[config.mk]
export PLATFORM = sky130hd
export DESIGN_NAME = fetch_ctrl_flat
export DESIGN_NICKNAME = d
export VERILOG_FILES = /design/src/rtl/fetch_ctrl_pkg.sv /design/src/rtl/fetch_ctrl_if.sv /design/src/rtl/fetch_ctrl_pc_prefix_adder.sv /design/src/rtl/fetch_ctrl.sv /design/src/flat_wrapper.sv
export SDC_FILE = /design/constraint.sdc
export NUM_CORES = 1
export LEC_CHECK = 0
export CAP_MARGIN = 20
export CORE_ASPECT_RATIO = 1.75
export CORE_MARGIN = 8
export CORE_UTILIZATION = 47
export CTS_BUF_LIST = sky130_fd_sc_hd__clkbuf_4 sky130_fd_sc_hd__clkbuf_8
export CTS_CLUSTER_SIZE = 10
export DETAILED_ROUTE_END_ITERATION = 8
export GPL_TIMING_DRIVEN = 1
export PLACE_DENSITY_LB_ADDON = 0.05
export SETUP_SLACK_MARGIN = 0.1
export SLEW_MARGIN = 5
export SYNTH_ARGS = -nofsm -noshare
export SYNTH_HDL_FRONTEND = slang
export SYNTH_SLANG_ARGS = --single-unit
[constraint.sdc]
create_clock -name clk -period 2.7 [get_ports clk]
set_clock_uncertainty 0.15 [all_clocks]
set_input_delay 0.54 -clock clk [delete_from_list [all_inputs] [get_ports clk]]
set_output_delay 0.54 -clock clk [all_outputs]
set_load 0.05 [all_outputs]
[src/rtl/fetch_ctrl_pkg.sv]
// fetch_ctrl_pkg: shared types and constants for the IF-stage fetch controller
package fetch_ctrl_pkg;
    localparam int XLEN = 32;
    localparam logic [1:0] INSTR_ALIGN_MASK = 2'b11;
    typedef enum logic [1:0] {REQ, WAIT, FAULT} fetch_state_t;
    function automatic logic misaligned(input logic [XLEN-1:0] pc);
        return |(pc[1:0] & INSTR_ALIGN_MASK);
    endfunction
endpackage

[src/rtl/fetch_ctrl_if.sv]
// fetch_ctrl_if: redirect input, instruction-memory handshake and decode output slot
interface fetch_ctrl_if;
    import fetch_ctrl_pkg::*;
    logic            redirect_valid;
    logic [XLEN-1:0] redirect_pc;
    logic            imem_req;
    logic [XLEN-1:0] imem_addr;
    logic            imem_gnt;
    logic            imem_rvalid;
    logic [XLEN-1:0] imem_rdata;
    logic            if_valid;
    logic [XLEN-1:0] if_instr;
    logic [XLEN-1:0] if_pc;
    logic [XLEN-1:0] if_pc_plus_4;
    logic            if_ready;
    logic            if_fault;
    modport master (
        input  redirect_valid, redirect_pc, imem_gnt, imem_rvalid, imem_rdata, if_ready,
        output imem_req, imem_addr, if_valid, if_instr, if_pc, if_pc_plus_4, if_fault
    );
    modport slave (
        output redirect_valid, redirect_pc, imem_gnt, imem_rvalid, imem_rdata, if_ready,
        input  imem_req, imem_addr, if_valid, if_instr, if_pc, if_pc_plus_4, if_fault
    );
endinterface

[src/rtl/fetch_ctrl_pc_prefix_adder.sv]
// pc_prefix_adder: sequential-instruction PC increment (wrapping +4)
module pc_prefix_adder
    import fetch_ctrl_pkg::*;
(
    input  logic [XLEN-1:0] a,
    output logic [XLEN-1:0] y
);
    assign y = a + XLEN'(4);
endmodule

[src/rtl/fetch_ctrl.sv]
// fetch_ctrl: PC owner issuing one-outstanding imem fetches into a single decode slot,
// with redirect handling that discards stale in-flight responses.
module fetch_ctrl
    import fetch_ctrl_pkg::*;
#(
    parameter logic [XLEN-1:0] PC_RESET_VALUE = '0
) (
    input logic clk,
    input logic rst,
    fetch_ctrl_if.master bus
);
    fetch_state_t    state;
    logic [XLEN-1:0] pc, pc_next4, slot_instr, slot_pc;
    logic            kill, slot_valid, fault;
    logic            req, grant, outstanding, consume, bad_target;
    pc_prefix_adder u_pc_inc (.a(pc), .y(pc_next4));
    pc_prefix_adder u_if_inc (.a(slot_pc), .y(bus.if_pc_plus_4));
    // requesting only when the slot is free or draining means a response always has room
    assign req         = !rst && state == REQ && (!slot_valid || bus.if_ready);
    assign grant       = req && bus.imem_gnt;
    assign consume     = slot_valid && bus.if_ready;
    assign bad_target  = misaligned(bus.redirect_pc);
    assign outstanding = grant || ((state == WAIT || (state == FAULT && kill)) && !bus.imem_rvalid);
    assign bus.imem_req  = req;
    assign bus.imem_addr = pc;
    assign bus.if_valid  = slot_valid;
    assign bus.if_instr  = slot_instr;
    assign bus.if_pc     = slot_pc;
    assign bus.if_fault  = fault;
    always_ff @(posedge clk) begin
        if (rst) begin
            state      <= REQ;
            pc         <= PC_RESET_VALUE;
            kill       <= 1'b0;
            slot_valid <= 1'b0;
            slot_instr <= '0;
            slot_pc    <= '0;
            fault      <= 1'b0;
        end else if (bus.redirect_valid) begin
            pc         <= bus.redirect_pc;
            slot_valid <= 1'b0;
            kill       <= outstanding;
            fault      <= bad_target;
            state      <= bad_target ? FAULT : outstanding ? WAIT : REQ;
        end else begin
            if (consume)
                slot_valid <= 1'b0;
            case (state)
                REQ: if (grant) begin
                    pc    <= pc_next4;
                    state <= WAIT;
                end
                WAIT: if (bus.imem_rvalid) begin
                    if (!kill) begin
                        slot_instr <= bus.imem_rdata;
                        slot_pc    <= pc - XLEN'(4);
                        slot_valid <= 1'b1;
                    end
                    kill  <= 1'b0;
                    state <= REQ;
                end
                // a response still owed when the fault was taken just retires the kill
                default: if (bus.imem_rvalid) kill <= 1'b0;
            endcase
        end
    end
endmodule

[src/flat_wrapper.sv]
// flat-port wrapper written by rule: the top's interface ports become plain ports
module fetch_ctrl_flat import fetch_ctrl_pkg::*;
#(
    parameter logic [XLEN-1:0] PC_RESET_VALUE = '0
)
  (clk, rst, bus_redirect_valid, bus_redirect_pc, bus_imem_gnt, bus_imem_rvalid, bus_imem_rdata, bus_if_ready, bus_imem_req, bus_imem_addr, bus_if_valid, bus_if_instr, bus_if_pc, bus_if_pc_plus_4, bus_if_fault);
  fetch_ctrl_if bus_i ();
  input logic clk;
  input logic rst;
  input wire logic [$bits(bus_i.redirect_valid)-1:0] bus_redirect_valid;
  input wire logic [$bits(bus_i.redirect_pc)-1:0] bus_redirect_pc;
  input wire logic [$bits(bus_i.imem_gnt)-1:0] bus_imem_gnt;
  input wire logic [$bits(bus_i.imem_rvalid)-1:0] bus_imem_rvalid;
  input wire logic [$bits(bus_i.imem_rdata)-1:0] bus_imem_rdata;
  input wire logic [$bits(bus_i.if_ready)-1:0] bus_if_ready;
  output wire logic [$bits(bus_i.imem_req)-1:0] bus_imem_req;
  output wire logic [$bits(bus_i.imem_addr)-1:0] bus_imem_addr;
  output wire logic [$bits(bus_i.if_valid)-1:0] bus_if_valid;
  output wire logic [$bits(bus_i.if_instr)-1:0] bus_if_instr;
  output wire logic [$bits(bus_i.if_pc)-1:0] bus_if_pc;
  output wire logic [$bits(bus_i.if_pc_plus_4)-1:0] bus_if_pc_plus_4;
  output wire logic [$bits(bus_i.if_fault)-1:0] bus_if_fault;
  assign bus_i.redirect_valid = bus_redirect_valid;
  assign bus_i.redirect_pc = bus_redirect_pc;
  assign bus_i.imem_gnt = bus_imem_gnt;
  assign bus_i.imem_rvalid = bus_imem_rvalid;
  assign bus_i.imem_rdata = bus_imem_rdata;
  assign bus_i.if_ready = bus_if_ready;
  assign bus_imem_req = bus_i.imem_req;
  assign bus_imem_addr = bus_i.imem_addr;
  assign bus_if_valid = bus_i.if_valid;
  assign bus_if_instr = bus_i.if_instr;
  assign bus_if_pc = bus_i.if_pc;
  assign bus_if_pc_plus_4 = bus_i.if_pc_plus_4;
  assign bus_if_fault = bus_i.if_fault;
  fetch_ctrl #(.PC_RESET_VALUE(PC_RESET_VALUE)) u_core (.clk(clk), .rst(rst), .bus(bus_i));
endmodule
# Word-level counts from Yosys, hierarchy flattened

Cells that the tools add are included.

Eq/ne operators: 5
Muxes and demuxes: 16
Reductions and logical operators: 23
Bitwise operators: 2
$add $sub $neg: 3

Operators by type and width:

| operator              | number |
|---|---|
| $mux 32               | 3 |
| $add 32x3->32 const B | 2 |
| $sub 32x3->32 const B | 1 |
| $mux 1                | 8 |
| $mux 2                | 4 |
| $logic_and 1x1->1     | 6 |
| $reduce_bool 2->1     | 3 |
| $pmux 2 s2            | 1 |
| $reduce_and 2->1      | 2 |
| $reduce_and 4->1      | 1 |
| $reduce_or 2->1       | 2 |
| $logic_not 1->1       | 3 |
| $logic_or 1x1->1      | 3 |
| $ne 3x2->1 const B    | 1 |
| $ne 3x3->1 const B    | 1 |
| $reduce_and 3->1      | 1 |
| $reduce_bool 3->1     | 1 |
| $eq 2x1->1 const B    | 1 |
| $eq 2x2->1 const B    | 1 |
| $logic_not 2->1       | 1 |
| $ne 2x2->1 const B    | 1 |
| $not 1->1             | 2 |

Bits of input ports: 70
Output and inout port bits: 131
Word-level logic and storage cells: 56
Register bits after elaboration: 101

# Longest topological paths before layout

Gate-level depths: netlist of the first run.

Depth after elaboration: 8
Mapped depth: 8
Gate-level depth less buffers: 6

# Modules after synthesis

From an unflattened synthesis of the first run, not the netlist that was laid out.

Cell total of the unflattened synthesis: 693
Area, all modules: 5620.4 um^2

By module, submodules not included:

| module          | cells an instance | area an instance (um^2) | times used |
|---|---|---|---|
| fetch_ctrl      | 527               | 4459.3                  | 1 |
| pc_prefix_adder | 83                | 580.6                   | 2 |

# Least setup slack after synthesis of the first run

Ideal clock, no wire load.

Kind: reg-to-output
Start: register u_core.slot_pc[3], in the netlist u_core.bus.if_pc[3]
End: output bus_if_pc_plus_4[30]
Path slack: -0.743 ns
Cell stages (with the launch flop): 7
Path buffers: 1
Arrival time: 2.753 ns
Data required time: 2.010 ns
Cells stage by stage: dfxtp_1 -> ha_1 -> inv_1 -> or4_1 -> clkbuf_1 -> nor4_1 -> xor2_1

Longest elaborated chain between the ends: 1

RTL lines:

| what                   | line                            | text |
|---|---|---|
| start, declared        | fetch_ctrl.sv:13                | `logic [XLEN-1:0] pc, pc_next4, slot_instr, slot_pc;` |
| start signal, assigned | fetch_ctrl.sv:56                | `slot_pc <= pc - XLEN'(4);` |
| $add 32x3->32          | fetch_ctrl_pc_prefix_adder.sv:8 | `assign y = a + XLEN'(4);` |
| end, declared          | flat_wrapper.sv:21              | `output wire logic [$bits(bus_i.if_pc_plus_4)-1:0] bus_if_pc_plus_4;` |

No other way between the ends.

# Worst setup path after layout of the first run

Start: register u_core.slot_pc[19], in the netlist u_core.bus.if_pc[19]
End: output bus_if_pc_plus_4[30]

Same word-level chain as after synthesis.

==> results of run 1 <==
[flip-flops by register name (all words and copies together) (netlist names)]
signal and cells:
u_core.bus.if_instr 32, u_core.bus.if_pc 32, u_core.bus.imem_addr 32, u_core.state 2
u_core.bus.if_fault 1, u_core.bus.if_valid 1, u_core.kill 1
[routing by layer]
layer / up-vias / routed length (um)
li1: 3097 / -
met1: 3009 / 7287
met2: 248 / 11140
met3: 45 / 1495
met4: 0 / 619
met5: - / 0
[repair_timing]
item                       CTS  global route
setup endpoints to repair   20            25
hold buffers                 0             0
setup buffers                8             3
gates resized for setup     20             9
pin swaps                    5             6
hold endpoints to repair     0             0
[cell usage after synthesis, types with 2 or more instances]
library cell / n
or3_2: 2
nor4b_1: 4
inv_1: 13
or2_2: 3
buf_4: 4
nor2_1: 68
nor4_2: 3
o31ai_1: 12
or3_1: 16
a311oi_1: 18
mux2i_1: 3
or4_1: 18
nand2b_1: 3
a31oi_1: 5
and3_1: 14
ha_1: 3
nand4_1: 27
nor4_1: 18
a32oi_1: 6
nand3b_1: 2
a211oi_1: 23
nand2_1: 97
and4_1: 11
nand3_1: 31
and2_1: 2
dfxtp_1: 101
nor2b_1: 4
xor2_1: 21
clkbuf_1: 53
a21oi_1: 42
a2111oi_0: 8
buf_2: 6
nor3b_1: 2
a211o_1: 2
o21ai_0: 21
buf_6: 3
or4_4: 2
nor3_1: 17
clkbuf_8: 3
xnor2_1: 24
[report_power, final]
| group | switching [uW] | internal [uW] |
|---|---|---|
| Combinational | 435 | 325 |
| Clock | 543 | 461 |
| Sequential | 90.9 | 1520 |
[worst max-delay path by stage]
stage / end / slack (ps) / cells past startpoint / from
floorplan: bus_if_pc_plus_4[30] / 0.5 / 5 / u_core.bus.if_pc[5]
global placement: u_core.bus.imem_addr[31] / 4 / 6 / bus_imem_gnt
detailed placement: u_core.bus.imem_addr[19] / -40 / 5 / bus_imem_gnt
CTS: bus_if_pc_plus_4[26] / -220 / 6 / u_core.bus.if_pc[7]
global route: bus_if_pc_plus_4[30] / -320 / 5 / u_core.bus.if_pc[19]
finish: bus_if_pc_plus_4[30] / -230 / 5 / u_core.bus.if_pc[19]
[worst max-delay path, stage by stage, from the launching register on]
cell and delay, ps:
dfxtp_2 440, nand3_1 160, or3_4 490, nor4_4 430, xor2_4 200, buf_12 150
[cell type report]
class / count / area, um^2 / share of cell area [%]
Multi-Input combinational cell: 548 / 3751 / 41.84
Clock inverter: 6 / 68.82 / 0.7676
Inverter: 13 / 48.80 / 0.5443
Sequential cell: 101 / 2088 / 23.29
Timing Repair Buffer: 262 / 2699 / 30.10
Tap cell: 137 / 171.4 / 1.912
Clock buffer: 10 / 137.6 / 1.535
[cells by family (layout without fill, tap and decap cells)]
kind of cell             count (synthesis)  in the layout  share of synthesized area [%]
AND/OR/NAND/NOR                        349            349                          31.98
AO/OA/AOI/OAI                          148            148                          17.70
flip-flops                             101            101                          35.45
buffers and inverters                   83            291                          6.778
XOR/XNOR                                45             45                          6.909
adder cells (fa/ha/maj)                  3              3                         0.6581
multiplexers                             3              3                         0.5265
[per-stage QoR]
stage	power (uW)	setup slack [ps]	utilization, %
floorplan	2071	0.4958	-
global placement	2385	3.882	71.68
detailed placement	2400	-43.85	71.68
CTS	3396	-222.5	74.69
global route	3518	-316.7	75.10
finish	3378	-231.0	75.10
==> results.md, run 1 <==
- Drt first pass iters: 5
- GRT Util Overall: 25.08%
- GRT busiest layer: met2
- Root Driver: clkbuf_8
- DRC viols: 0
- Primary FF master, synth: dfxtp_1
- Crit share post-route: 108.6%
- Layout Cells excl Fill: 1077
- Largest net degree at the start of global routing: 55
- First-pass GRT wire length: 32830 um
- Via count: 6399
- Max Root-Sink Buffers: 2
- FF-to-FF path depth: 4
- Pwr per Cell Area: 376.8 nW/um^2
- Synth area leaders: dfxtp_1 (35%), nand2_1 (6.4%), nor2_1 (4.5%)
- Commonest non-fill, non-tap cell in the layout: clkdlybuf4s50_1
- Die Wd: 99.28 um
- Gr ovfl total: 0
- R2r setup slk: 270 ps
- Die Span Y: 161.7 um
- Yosys top cell by area: dfxtp_1
- Post-synthesis sequential area ratio: 35.45%
- Initial antenna violation count: 0
- Post-synthesis cell count: 732
- Slew Limit Fails: 0
- EDFF count, synth: 0
- Hold Startpoint: u_core.bus.if_instr[8]
- Req. time, crit path: 2010 ps
- DRT iter0 DRCs: 403
- Placed cell count: 1050
- Met2 usage: 46.98%
- RSZ-0062 raised after global routing: true
- CTS tree: yes
- CP endpoint kind: primary output
- Share of layout cells above drive strength 1: 18.72%
- CORE AREA: 11940 um^2
- Antenna Cells: 0
- Syn_nets: 805
- Clock slew at reported path FFs: 100 ps
- Slew @ Worst Pin: 575.9 ps
- Hold slack final: 306.8 ps
- Startpoint types: register
- DRT antenna net count: 0
- Placer Congestion: 0.8684
- CTS Sinks: 101
- DIE AREA: 16060 um^2
- Critical path class: reg -> out
- Post-synth ARST share: 0%
- Failing checks: negative setup slack
- R2R Path End: u_core.bus.if_pc[29]
- Met1 GRT Util: 24.28%
- Setup TNS: -2438 ps
- Minimum clock period: 2931 ps
- Rows: 53
- Drt total wl: 20540 um
- Critical R2R Launch: u_core.bus.imem_addr[14]
- Inserted Clock Buffers: 9
- # setup viols final: 17
- Clk Latency, worst-skew pair: 370 ps
- Hold path depth: 2
- Most frequent cells in the layout: clkdlybuf4s50_1 (167), nand2_1 (97), dfxtp_1 (80), nor2_1 (65), buf_4 (63)
- Nets@finish: 1008
- Pleak: 0.003244 uW
- Port Buffers: 200
- Mean Syn Cell Area: 7.793 um^2
- Wire per inst: 19.07 um
- Warnings from Yosys: 0
- Data arrival time of the worst path: 2240 ps
- MaxCap Viol Count: 0
- Worst setup margin: -231.0 ps
- Vias in the first global route: 6545
- Final hold vios: 0
- FILL cells: 881
- Hold Crit Endpoint: u_core.bus.if_instr[8]
- I/O pin count: 201
- Met3 usage: 6.858%
- Peak VDD IR: 0.3168 mV
- Synthesized flop and latch total: 101
- Initial Util: 47.79%
- Design area: 8965 um^2
- Yosys cell types: 57
- Htree depth: 3
- Placed cell area: 8556 um^2
- Hold Crit Class: reg -> reg
- Status: complete, but fails checks
- Final HPWL DP: 15460 um
- Max Freq: 341.2 MHz
- Synth-to-layout area growth: 57.16%
- Mapped Area: 5704 um^2
- Share of the synthesized area in the top cell type: 35.45%
- Normalized max-slew margin: 61.29%
- Via-to-Cell Ratio: 5.942
- Crit-path max FO: 5
(Power assumes the default switching activity.)
==> inputs of run 2 (changes only) <==
==> constraint.sdc (replaced) <==
create_clock -name clk -period 2.7 [get_ports clk]
set_clock_uncertainty 0.15 [all_clocks]
set_input_delay 0.54 -clock clk [delete_from_list [all_inputs] [get_ports clk]]
set_output_delay 0.54 -clock clk [all_outputs]
set_load 0.02 [all_outputs]
==> results.md, run 2 (synthesis gave the netlist of run 1 again) <==
- Status: complete, but fails checks
- Failing checks: negative setup slack
- Hold path depth: 2
- Largest net degree at the start of global routing: 60
- Placer Congestion: 0.8519
- Wire per inst: 18.16 um
- Peak VDD IR: 0.2353 mV
- Clock slew at reported path FFs: 110 ps
- Most frequent cells in the layout: clkdlybuf4s50_1 (171), nand2_1 (95), dfxtp_1 (91), buf_4 (85), nor2_1 (65)
- Hold slack final: 310.4 ps
- Data arrival time of the worst path: 2120 ps
- Gr ovfl total: 0
- Final hold vios: 0
- Htree depth: 3
- Critical path class: reg -> out
- Via-to-Cell Ratio: 5.861
- Final HPWL DP: 14950 um
- DRT iter0 DRCs: 362
- Via count: 6400
- Design area: 8501 um^2
- DRT antenna net count: 0
- First-pass GRT wire length: 31550 um
- Crit-path max FO: 5
- # setup viols final: 7
- Drt total wl: 19830 um
- Met3 Wirelength: 1195 um
- Normalized max-slew margin: 61.21%
- Crit share post-route: 104.1%
- Pleak: 0.003152 uW
- Place WS: -203.9 ps
- Minimum clock period: 2811 ps
- Met2 WL post-DR: 10530 um
- Inserted Clock Buffers: 9
- Share of layout cells above drive strength 1: 16.96%
- Uppermost routed layer: met4
- R2r setup slk: 250 ps
- DRC viols: 0
- DIE AREA: 16060 um^2
- Nets@finish: 1023
- Max Root-Sink Buffers: 2
- Root Driver: clkbuf_8
- Rows: 53
- Slew @ Worst Pin: 577.3 ps
- Commonest non-fill, non-tap cell in the layout: clkdlybuf4s50_1
- Synth-to-layout area growth: 49.02%
- MaxCap Viol Count: 0
- M1 WL: 7479 um
- FF-to-FF path depth: 4
- Worst setup margin: -111.0 ps
- Startpoint types: register
- Die Wd: 99.28 um
- Antenna Cells: 0
- Largest stage delay, worst path: 530 ps
- Hold Crit Class: reg -> reg
- Pwr per Cell Area: 376.6 nW/um^2
- Slew Limit Fails: 0
- Initial Util: 47.79%
- Max Freq: 355.7 MHz
- Clk Latency, worst-skew pair: 370 ps
- CP max-delay cell: or4_4
- CTS Sinks: 101
- Util after Layout: 71.22%
- Die Span Y: 161.7 um
- CTS tree: yes
- RSZ-0062 raised after global routing: true
- I/O pin count: 201
- Post-CTS Hold Buffers: 0
- Sequence of cells on the critical path: ha_4 -> inv_2 -> or4_4 -> buf_12 -> nor4_4 -> xor2_1 -> buf_4
- Req. time, crit path: 2010 ps
- Port Buffers: 200
- Vias in the first global route: 6407
- CORE AREA: 11940 um^2
- GRT Util Overall: 23.98%
- Initial antenna violation count: 0
- Placed cell area: 8174 um^2
- CP endpoint kind: primary output
- Drt first pass iters: 5
## run 2: cell count changes in the layout (fill, tap and decap cells not counted), moves of 3 or more
cell / previous run / this run
buf_12: 23 / 6
buf_4: 63 / 85
clkbuf_2: 0 / 3
clkdlybuf4s50_1: 167 / 171
dfxtp_1: 80 / 91
dfxtp_2: 5 / 10
dfxtp_4: 16 / 0
dlygate4sd2_1: 2 / 5
xnor2_1: 14 / 22
xnor2_4: 9 / 0
xor2_1: 13 / 21
xor2_4: 7 / 0
## run 2: worst paths after layout
| check | startpoint | end |
|---|---|---|
| hold / removal | u_core.bus.if_instr[8] | u_core.bus.if_instr[8] |
| hold reg to reg | u_core.bus.if_instr[8] | u_core.bus.if_instr[8] |
| setup reg to reg | u_core.bus.imem_addr[15] | u_core.bus.imem_addr[22] |
| setup / recovery | u_core.bus.if_pc[2] | bus_if_pc_plus_4[30] |
## run 2: cell type report
type	count	area [um^2]
multi-input cells	548	3456
fillers	991	3436
repair buffers	277	2600
flip-flops and latches	101	2034
well taps	137	171.4
clock buffers	10	137.6
clock inverters	6	52.55
inverters	13	48.80
## run 2: metal layers
layer  track usage, %  vias up
met4            10.18        0
li1                 -     3120
met1            24.68     3001
met3            5.486       40
met5                0        -
met2            44.71      239
## run 2: repair_timing
| action | 4_1_cts | 5_1_grt |
|---|---|---|
| endpoints found under the setup margin | 27 | 25 |
| pin swaps | 11 | 12 |
| gates resized for setup | 132 | 18 |
| gates cloned | 2 | 0 |
| buffers inserted | 3 | 2 |
## run 2: metrics by stage
step | std cells | TNS, ps | power, uW
after floorplan | 732 | 0 | 1963
after global placement | 1071 | -1082 | 2265
after detailed placement | 1071 | -1561 | 2282
after CTS | 1092 | -761.3 | 3225
after global routing | 1092 | -1497 | 3339
final | 1092 | -404.8 | 3201
## run 2: power by group
part           total [uW]  internal, uW  switching, uW  leakage (uW)
registers            1620          1540           86.7      0.000828
logic                 628           315            313       0.00223
clock network         950           376            575     0.0000914
total                3200          2230            974       0.00315
## run 2: worst max-delay path: cells and delay by family, from the launching register on
family	cells	cell delay [ps]
flip-flops	1	370
XOR/XNOR	1	180
AND/OR/NAND/NOR	2	670
adder cells (fa/ha/maj)	1	140
buffers and inverters	3	380
